`src/rtl/serial_add_ctrl.sv`:
```
// rtl/serial_add_ctrl.sv - bit-serial adder controller, LSB first, one bit per clock
// Operands shift right through a single full-adder cell; SUM/COUT update only on completion.
module serial_add_ctrl #(
  parameter int WIDTH = 8
) (
  input  logic             CLK,
  input  logic             RST_N,
  input  logic             START,
  input  logic [WIDTH-1:0] A,
  input  logic [WIDTH-1:0] B,
  output logic             BUSY,
  output logic             DONE,
  output logic [WIDTH-1:0] SUM,
  output logic             COUT
);

  localparam int CW = $clog2(WIDTH + 1);
  localparam logic [CW-1:0] LAST_BIT = CW'(WIDTH - 1);

  typedef enum logic [1:0] {
    IDLE  = 2'd0,
    SHIFT = 2'd1,
    FIN   = 2'd2
  } state_t;

  state_t           state_q, state_d;
  logic [WIDTH-1:0] a_q, a_d;
  logic [WIDTH-1:0] b_q, b_d;
  logic [WIDTH-1:0] acc_q, acc_d;
  logic [WIDTH-1:0] sum_q, sum_d;
  logic             carry_q, carry_d;
  logic             cout_q, cout_d;
  logic [CW-1:0]    cnt_q, cnt_d;

  logic ha1_s;
  logic bit_s;
  logic bit_c;

  // Two cascaded half adders: operands first, then the stored carry.
  always_comb begin
    ha1_s = a_q[0] ^ b_q[0];
    bit_s = ha1_s ^ carry_q;
    bit_c = (a_q[0] & b_q[0]) | (carry_q & ha1_s);
  end

  always_comb begin
    state_d = state_q;
    a_d     = a_q;
    b_d     = b_q;
    acc_d   = acc_q;
    sum_d   = sum_q;
    carry_d = carry_q;
    cout_d  = cout_q;
    cnt_d   = cnt_q;
    case (state_q)
      IDLE: begin
        if (START) begin
          a_d     = A;
          b_d     = B;
          acc_d   = '0;
          carry_d = 1'b0;
          cnt_d   = '0;
          state_d = SHIFT;
        end
      end
      SHIFT: begin
        a_d              = a_q >> 1;
        b_d              = b_q >> 1;
        acc_d            = acc_q >> 1;
        acc_d[WIDTH-1]   = bit_s;
        carry_d          = bit_c;
        cnt_d            = cnt_q + CW'(1);
        if (cnt_q == LAST_BIT) begin
          sum_d   = acc_d;
          cout_d  = bit_c;
          state_d = FIN;
        end
      end
      FIN: begin
        state_d = IDLE;
      end
      default: begin
        state_d = IDLE;
      end
    endcase
  end

  always_ff @(posedge CLK or negedge RST_N) begin
    if (!RST_N) begin
      state_q <= IDLE;
      a_q     <= '0;
      b_q     <= '0;
      acc_q   <= '0;
      sum_q   <= '0;
      carry_q <= 1'b0;
      cout_q  <= 1'b0;
      cnt_q   <= '0;
    end else begin
      state_q <= state_d;
      a_q     <= a_d;
      b_q     <= b_d;
      acc_q   <= acc_d;
      sum_q   <= sum_d;
      carry_q <= carry_d;
      cout_q  <= cout_d;
      cnt_q   <= cnt_d;
    end
  end

  assign BUSY = (state_q == SHIFT);
  assign DONE = (state_q == FIN);
  assign SUM  = sum_q;
  assign COUT = cout_q;

endmodule

```
`config.mk`:
```
export PLATFORM = sky130hd
export DESIGN_NAME = serial_add_ctrl
export DESIGN_NICKNAME = d
export VERILOG_FILES = /design/src/rtl/serial_add_ctrl.sv
export SDC_FILE = /design/constraint.sdc
export NUM_CORES = 1
export LEC_CHECK = 0
export CORE_MARGIN = 3
export CORE_UTILIZATION = 40
export CTS_BUF_LIST = sky130_fd_sc_hd__clkbuf_16
export DETAILED_ROUTE_END_ITERATION = 8
export SETUP_SLACK_MARGIN = 0.02
export SLEW_MARGIN = 20
export SYNTH_ARGS = -nofsm -noshare
export SYNTH_HDL_FRONTEND = slang
export SYNTH_SLANG_ARGS = --single-unit
```
`constraint.sdc`:
```
create_clock -name CLK -period 4.4 [get_ports CLK]
set_clock_uncertainty 0.05 [all_clocks]
set_input_delay 0.44 -clock CLK [delete_from_list [all_inputs] [get_ports CLK]]
set_output_delay 0.44 -clock CLK [all_outputs]
set_load 0.01 [all_outputs]
```
Yosys cells after proc, flatten, opt, wreduce, memory -nomap -nowiden:

Index checks and enable logic that the tools add are counted.

* flip-flop bits (word level): 40
* bits in latches: 0
* RAM bits: 0
* ROM bits: 0
* bits of input ports: 19
* output and inout bits: 11
* logic and storage cells: 37
* memories: 0

* add/sub/neg operators: 1
* multiply operators: 0
* divide/modulo/power cells: 0
* order comparisons: 0
* eq/ne operators: 5
* shifts and indexed selects: 0
* mux-type cells: 13
* bitwise gates (word level): 5
* reductions and logical operators: 5

Operators with widths (number)
* $pmux W8 S2: 3
* $mux W8: 3
* $pmux W4 S2: 1
* $reduce_and A2 Y1: 3
* $add A4 B1 Y4 const B: 1
* $eq A4 B3 Y1 const B: 1
* $mux W2: 2
* $mux W4: 1
* $pmux W2 S2: 1
* $and A1 B1 Y1: 2
* $eq A2 B1 Y1 const B: 1
* $eq A2 B2 Y1 const B: 1
* $logic_not A2 Y1: 1
* $ne A2 B1 Y1 const B: 1
* $ne A2 B2 Y1 const B: 1
* $pmux W1 S2: 1
* $reduce_bool A2 Y1: 1
* $xor A1 B1 Y1: 2
* $mux W1: 1
* $or A1 B1 Y1: 1

Logic depth before layout (Yosys ltp):

* depth after elaboration: 4
* gate-level depth with buffers: 5
* mapped depth without buffers: 4

Least setup slack after synthesis:

OpenSTA, ideal clock, no wires.

* path kind: register to register
* start: register cnt_q[0]
* end: register cout_q (netlist: COUT)
* library setup time: 0.125 ns
* data arrival time: 1.286 ns
* data required time: 4.225 ns
* path slack: 2.939 ns
* cell stages (with the launch flop): 6
* buffers on the path: 1
* cells stage by stage: dfrtp_1 > ha_1 > nand2_1 > nor3b_2 > buf_6 > mux2_2

* word-level cells in the longest chain between the ends: 2

RTL lines
* from (decl): line 33 `logic [CW-1:0] cnt_q, cnt_d;`
* from (signal assigned): line 106 `cnt_q <= cnt_d;`
* $eq A4 B3 Y1: line 73 `if (cnt_q == LAST_BIT) begin`
* $reduce_and A2 Y1 (no line)
* to (signal assigned): line 105 `cout_q <= cout_d;`
* to (decl): line 32 `logic cout_q, cout_d;`

Every way passes these cells.
A chain may end at the register's enable or synchronous reset.

Worst setup path after layout:

* start: register state_q[0]
* end: output BUSY

* word-level cells in the longest chain between the ends: 1

RTL lines
* from (decl): line 26 `state_t state_q, state_d;`
* from (signal assigned): line 99 `state_q <= state_d;`
* $eq A2 B1 Y1: line 110 `assign BUSY = (state_q == SHIFT);`
* to (decl): line 11 `output logic BUSY,`

Every way passes these cells.

==> flow_results.xml <==
<?xml version="1.0" encoding="UTF-8"?>
<metrics>
  <group name="routing">
    <metric name="drt_wirelength" unit="mm">3.07</metric>
    <metric name="detail_route.drc_violations" unit="">0</metric>
    <metric name="wire_per_inst" unit="um">14.6</metric>
    <metric name="initialDrtViolationCount" unit="">62</metric>
    <metric name="dr.pass1.iters" unit="">4</metric>
    <metric name="dr_total_vias" unit="">1123</metric>
    <metric name="antenna_left" unit="">0</metric>
    <metric name="vias_cell" unit="">5.35</metric>
  </group>
  <group name="finish">
    <metric name="antenna_cells_inserted" unit="">0</metric>
    <metric name="num-fill-cells" unit="">334</metric>
    <metric name="regArea" unit="sq um">976</metric>
    <metric name="finalNetCount" unit="">182</metric>
    <metric name="layout.cells.non_filler" unit="">210</metric>
    <metric name="multi_input_area" unit="sq um">606</metric>
    <metric name="area_delta_synth_final" unit="%">27.0</metric>
    <metric name="post_route_cells_drive_above_1_share" unit="">0.130</metric>
  </group>
  <group name="clock_network">
    <metric name="tritoncts.num_buffers" unit="">5</metric>
    <metric name="clk_latency" unit="ps">280</metric>
    <metric name="ctsRootBufferMaster" unit="">sky130_fd_sc_hd__clkbuf_16</metric>
    <metric name="ctsHoldBuffers" unit="">0</metric>
    <metric name="cts_sinks" unit="">39</metric>
    <metric name="cts_tree" unit="">done</metric>
    <metric name="post_cts_resize_count" unit="">0</metric>
    <metric name="clkTransAtPathRegs" unit="ps">50</metric>
    <metric name="post-cts-setup-buffers" unit="">0</metric>
    <metric name="ctsHtreeMaxLevel" unit="">2</metric>
    <metric name="clk_path_buf_depth" unit="">2</metric>
  </group>
  <group name="timing">
    <metric name="rsz0062_at_grt" unit="">false</metric>
    <metric name="final_max_slew_viol_count" unit="">0</metric>
    <metric name="post-route-min-period" unit="ps">2660</metric>
    <metric name="layout_worst_path_cycle_share" unit="">0.605</metric>
    <metric name="fin_tns_setup" unit="ps">0</metric>
    <metric name="timing.final.setup_violations" unit="">0</metric>
    <metric name="worst_slew_margin_rel" unit="">0.375</metric>
    <metric name="max_slew.worst_pin.slew" unit="ps">935</metric>
    <metric name="final_hold_fails" unit="">0</metric>
    <metric name="maxClockFrequency" unit="MHz">376</metric>
  </group>
  <group name="synth">
    <metric name="syn_inst" unit="">134</metric>
    <metric name="syn_area" unit="sq um">1630</metric>
    <metric name="synth.avg_cell_area" unit="sq um">12.2</metric>
    <metric name="synth-seq-cells" unit="">39</metric>
    <metric name="proportion_of_synthesized_chip_area_in_sequential_cells" unit="">0.597</metric>
    <metric name="synth_fp_nets" unit="">155</metric>
    <metric name="synth_cell_types" unit="">27</metric>
    <metric name="ys.warnings.count" unit="">0</metric>
  </group>
  <group name="floorplanning">
    <metric name="floorplan.die.height" unit="um">69.9</metric>
    <metric name="die_footprint" unit="sq um">4890</metric>
    <metric name="placement_rows" unit="">22</metric>
    <metric name="design.core.area" unit="sq um">3800</metric>
    <metric name="floorplan.initialDensity" unit="">0.430</metric>
    <metric name="die_width" unit="um">69.9</metric>
    <metric name="top_level_ports" unit="">30</metric>
  </group>
  <group name="worst_setup_path">
    <metric name="critical_path.startpoint_type" unit="">flip-flop</metric>
    <metric name="timing.critical_path.fanout_max" unit="">23</metric>
    <metric name="cp_data_arrival_time" unit="ps">2170</metric>
    <metric name="worst_ep_required_time" unit="ps">3910</metric>
    <metric name="worst_setup_path_end_kind" unit="">output port</metric>
    <metric name="path_class" unit="">reg2out</metric>
  </group>
  <group name="place">
    <metric name="dp.final_hpwl" unit="mm">1.95</metric>
    <metric name="port_buffers" unit="">29</metric>
    <metric name="place_congestion" unit="">0.694</metric>
    <metric name="dp.cells" unit="">202</metric>
  </group>
  <group name="grt">
    <metric name="antenna_found_initial" unit="">0</metric>
    <metric name="grt_max_degree" unit="">40</metric>
    <metric name="global_route.usage.total" unit="">0.139</metric>
    <metric name="grt_pass1_wl" unit="mm">5.39</metric>
    <metric name="overflow" unit="">0</metric>
    <metric name="grt_pass1_vias" unit="">1104</metric>
  </group>
  <group name="run">
    <metric name="maxCapViolations" unit="">0</metric>
  </group>
  <group name="power">
    <metric name="p_leak" unit="nW">0.889</metric>
    <metric name="vdd.ir_drop.worst" unit="mV">0.284</metric>
    <metric name="power_density" unit="nW/um^2">643</metric>
  </group>
  <group name="run_status">
    <metric name="result_of_the_run" unit="">finished, final reports clean</metric>
  </group>
  <group name="hold_path">
    <metric name="timing.hold.worst.class" unit="">in2async</metric>
  </group>
</metrics>
## synthesized netlist by cell type
cell / instances / area [sq um]
sky130_fd_sc_hd__inv_1: 2 / 7.51
sky130_fd_sc_hd__o21bai_2: 1 / 11.3
sky130_fd_sc_hd__clkbuf_2: 1 / 5.00
sky130_fd_sc_hd__a211oi_1: 1 / 7.51
sky130_fd_sc_hd__nand3_1: 1 / 5.00
sky130_fd_sc_hd__nand2_1: 16 / 60.1
sky130_fd_sc_hd__nor2_1: 2 / 7.51
sky130_fd_sc_hd__fa_1: 1 / 20.0
sky130_fd_sc_hd__a31oi_1: 1 / 6.26
sky130_fd_sc_hd__nand2b_1: 1 / 6.26
sky130_fd_sc_hd__a22oi_1: 14 / 105
sky130_fd_sc_hd__ha_1: 1 / 12.5
sky130_fd_sc_hd__buf_4: 1 / 7.51
sky130_fd_sc_hd__buf_6: 1 / 11.3
sky130_fd_sc_hd__o21ai_0: 15 / 75.1
sky130_fd_sc_hd__mux2i_1: 1 / 10.0
sky130_fd_sc_hd__nor3b_2: 1 / 12.5
sky130_fd_sc_hd__mux2_2: 10 / 113
sky130_fd_sc_hd__dfrtp_1: 39 / 976
sky130_fd_sc_hd__nor2b_1: 3 / 18.8
sky130_fd_sc_hd__a32o_1: 1 / 10.0
sky130_fd_sc_hd__nand4_1: 1 / 6.26
sky130_fd_sc_hd__buf_2: 5 / 25.0
sky130_fd_sc_hd__nor2b_4: 1 / 13.8
sky130_fd_sc_hd__a21oi_1: 2 / 10.0
sky130_fd_sc_hd__a22o_1: 10 / 87.6
sky130_fd_sc_hd__clkbuf_1: 1 / 3.75
## layout make-up
cell class / instances / share of cell area
flip-flops and latches: 39 / 0.470
multi-input cells: 84 / 0.292
repair buffers: 29 / 0.137
clock buffers: 5 / 0.0603
well taps: 48 / 0.0289
clock inverters: 3 / 0.00784
inverters: 2 / 0.00362
## report_power, final
group	switching, mW	internal [mW]
sequential	0.109	0.491
combinational	0.165	0.229
clock	0.135	0.206
## layout by cell type (no fill, tap or decap)
master                            netlist  final
sky130_fd_sc_hd__o21bai_4               0      1
sky130_fd_sc_hd__a32o_1                 1      1
sky130_fd_sc_hd__mux2i_1                1      1
sky130_fd_sc_hd__o21ai_0               15     15
sky130_fd_sc_hd__a31oi_1                1      1
sky130_fd_sc_hd__nor2_1                 2      2
sky130_fd_sc_hd__fa_1                   1      1
sky130_fd_sc_hd__clkbuf_16              0      5
sky130_fd_sc_hd__clkinv_2               0      1
sky130_fd_sc_hd__clkdlybuf4s50_1        0     28
sky130_fd_sc_hd__dfrtp_1               39     39
sky130_fd_sc_hd__nand2b_1               1      1
sky130_fd_sc_hd__a211oi_1               1      1
sky130_fd_sc_hd__a22o_1                10     10
sky130_fd_sc_hd__nor2b_1                3      3
sky130_fd_sc_hd__inv_1                  2      3
sky130_fd_sc_hd__mux2_2                10     10
sky130_fd_sc_hd__nand2_1               16     16
sky130_fd_sc_hd__nand4_1                1      1
sky130_fd_sc_hd__buf_2                  5      1
sky130_fd_sc_hd__nor3b_2                1      1
sky130_fd_sc_hd__clkinvlp_4             0      1
sky130_fd_sc_hd__nand3_1                1      1
sky130_fd_sc_hd__a22oi_1               14     14
sky130_fd_sc_hd__ha_1                   1      1
sky130_fd_sc_hd__a21oi_1                2      2
sky130_fd_sc_hd__nor2b_4                1      1
## worst paths after layout
kind | startpoint | endpoint | slack (ps) | depth (start not counted)
max | state_q[0] | BUSY | 1740 | 2
min | RST_N | a_q[4] | 220 | 1
max reg2reg | state_q[0] | SUM[7] | 1840 | 3
min reg2reg | b_q[4] | b_q[4] | 430 | 2
max in group asynchronous | RST_N | b_q[4] | 3550 | 1
min in group CLK | b_q[4] | b_q[4] | 430 | 2
## state kept, by name, summed over array words and instances, names as in the netlist
signal	flops
SUM	8
COUT	1
acc_q	7
cnt_q	4
b_q	8
state_q	2
a_q	8
carry_q	1
## layer usage
layer | global-route usage | vias up | part of all wire
li1 | - | 542 | -
met1 | 0.190 | 553 | 0.47
met2 | 0.203 | 22 | 0.47
met3 | 0.0475 | 6 | 0.045
met4 | 0.0574 | 0 | 0.020
met5 | 0 | - | 0
## cell families (layout without fill, tap and decap cells)
kind of cell | after synthesis | after routing | synth area share
compound gates | 45 | 45 | 0.191
fa+ha+maj | 2 | 2 | 0.0199
buf+inv | 11 | 39 | 0.0367
flops | 39 | 39 | 0.597
mux | 11 | 11 | 0.0750
simple gates | 26 | 26 | 0.0796
## critical path: stages (launching register included)
cell and delay [ps]:
sky130_fd_sc_hd__dfrtp_1 840, sky130_fd_sc_hd__nor2b_4 440, sky130_fd_sc_hd__clkdlybuf4s50_1 610
## through the flow
stage | utilization | instance area [sq um] | setup WS [ps] | power [mW] | hold WS, ps
5_1_grt | 0.546 | 2080 | 1640 | 1.43 | 294
3_3_place_gp | 0.507 | 1930 | 1920 | 0.986 | 412
2_1_floorplan | - | 1630 | 2940 | 0.851 | 94.4
3_5_place_dp | 0.507 | 1930 | 1840 | 1.00 | 422
6_report | 0.546 | 2080 | 1740 | 1.34 | 216
4_1_cts | 0.544 | 2070 | 1750 | 1.35 | 252
(Power assumes the default switching activity.)
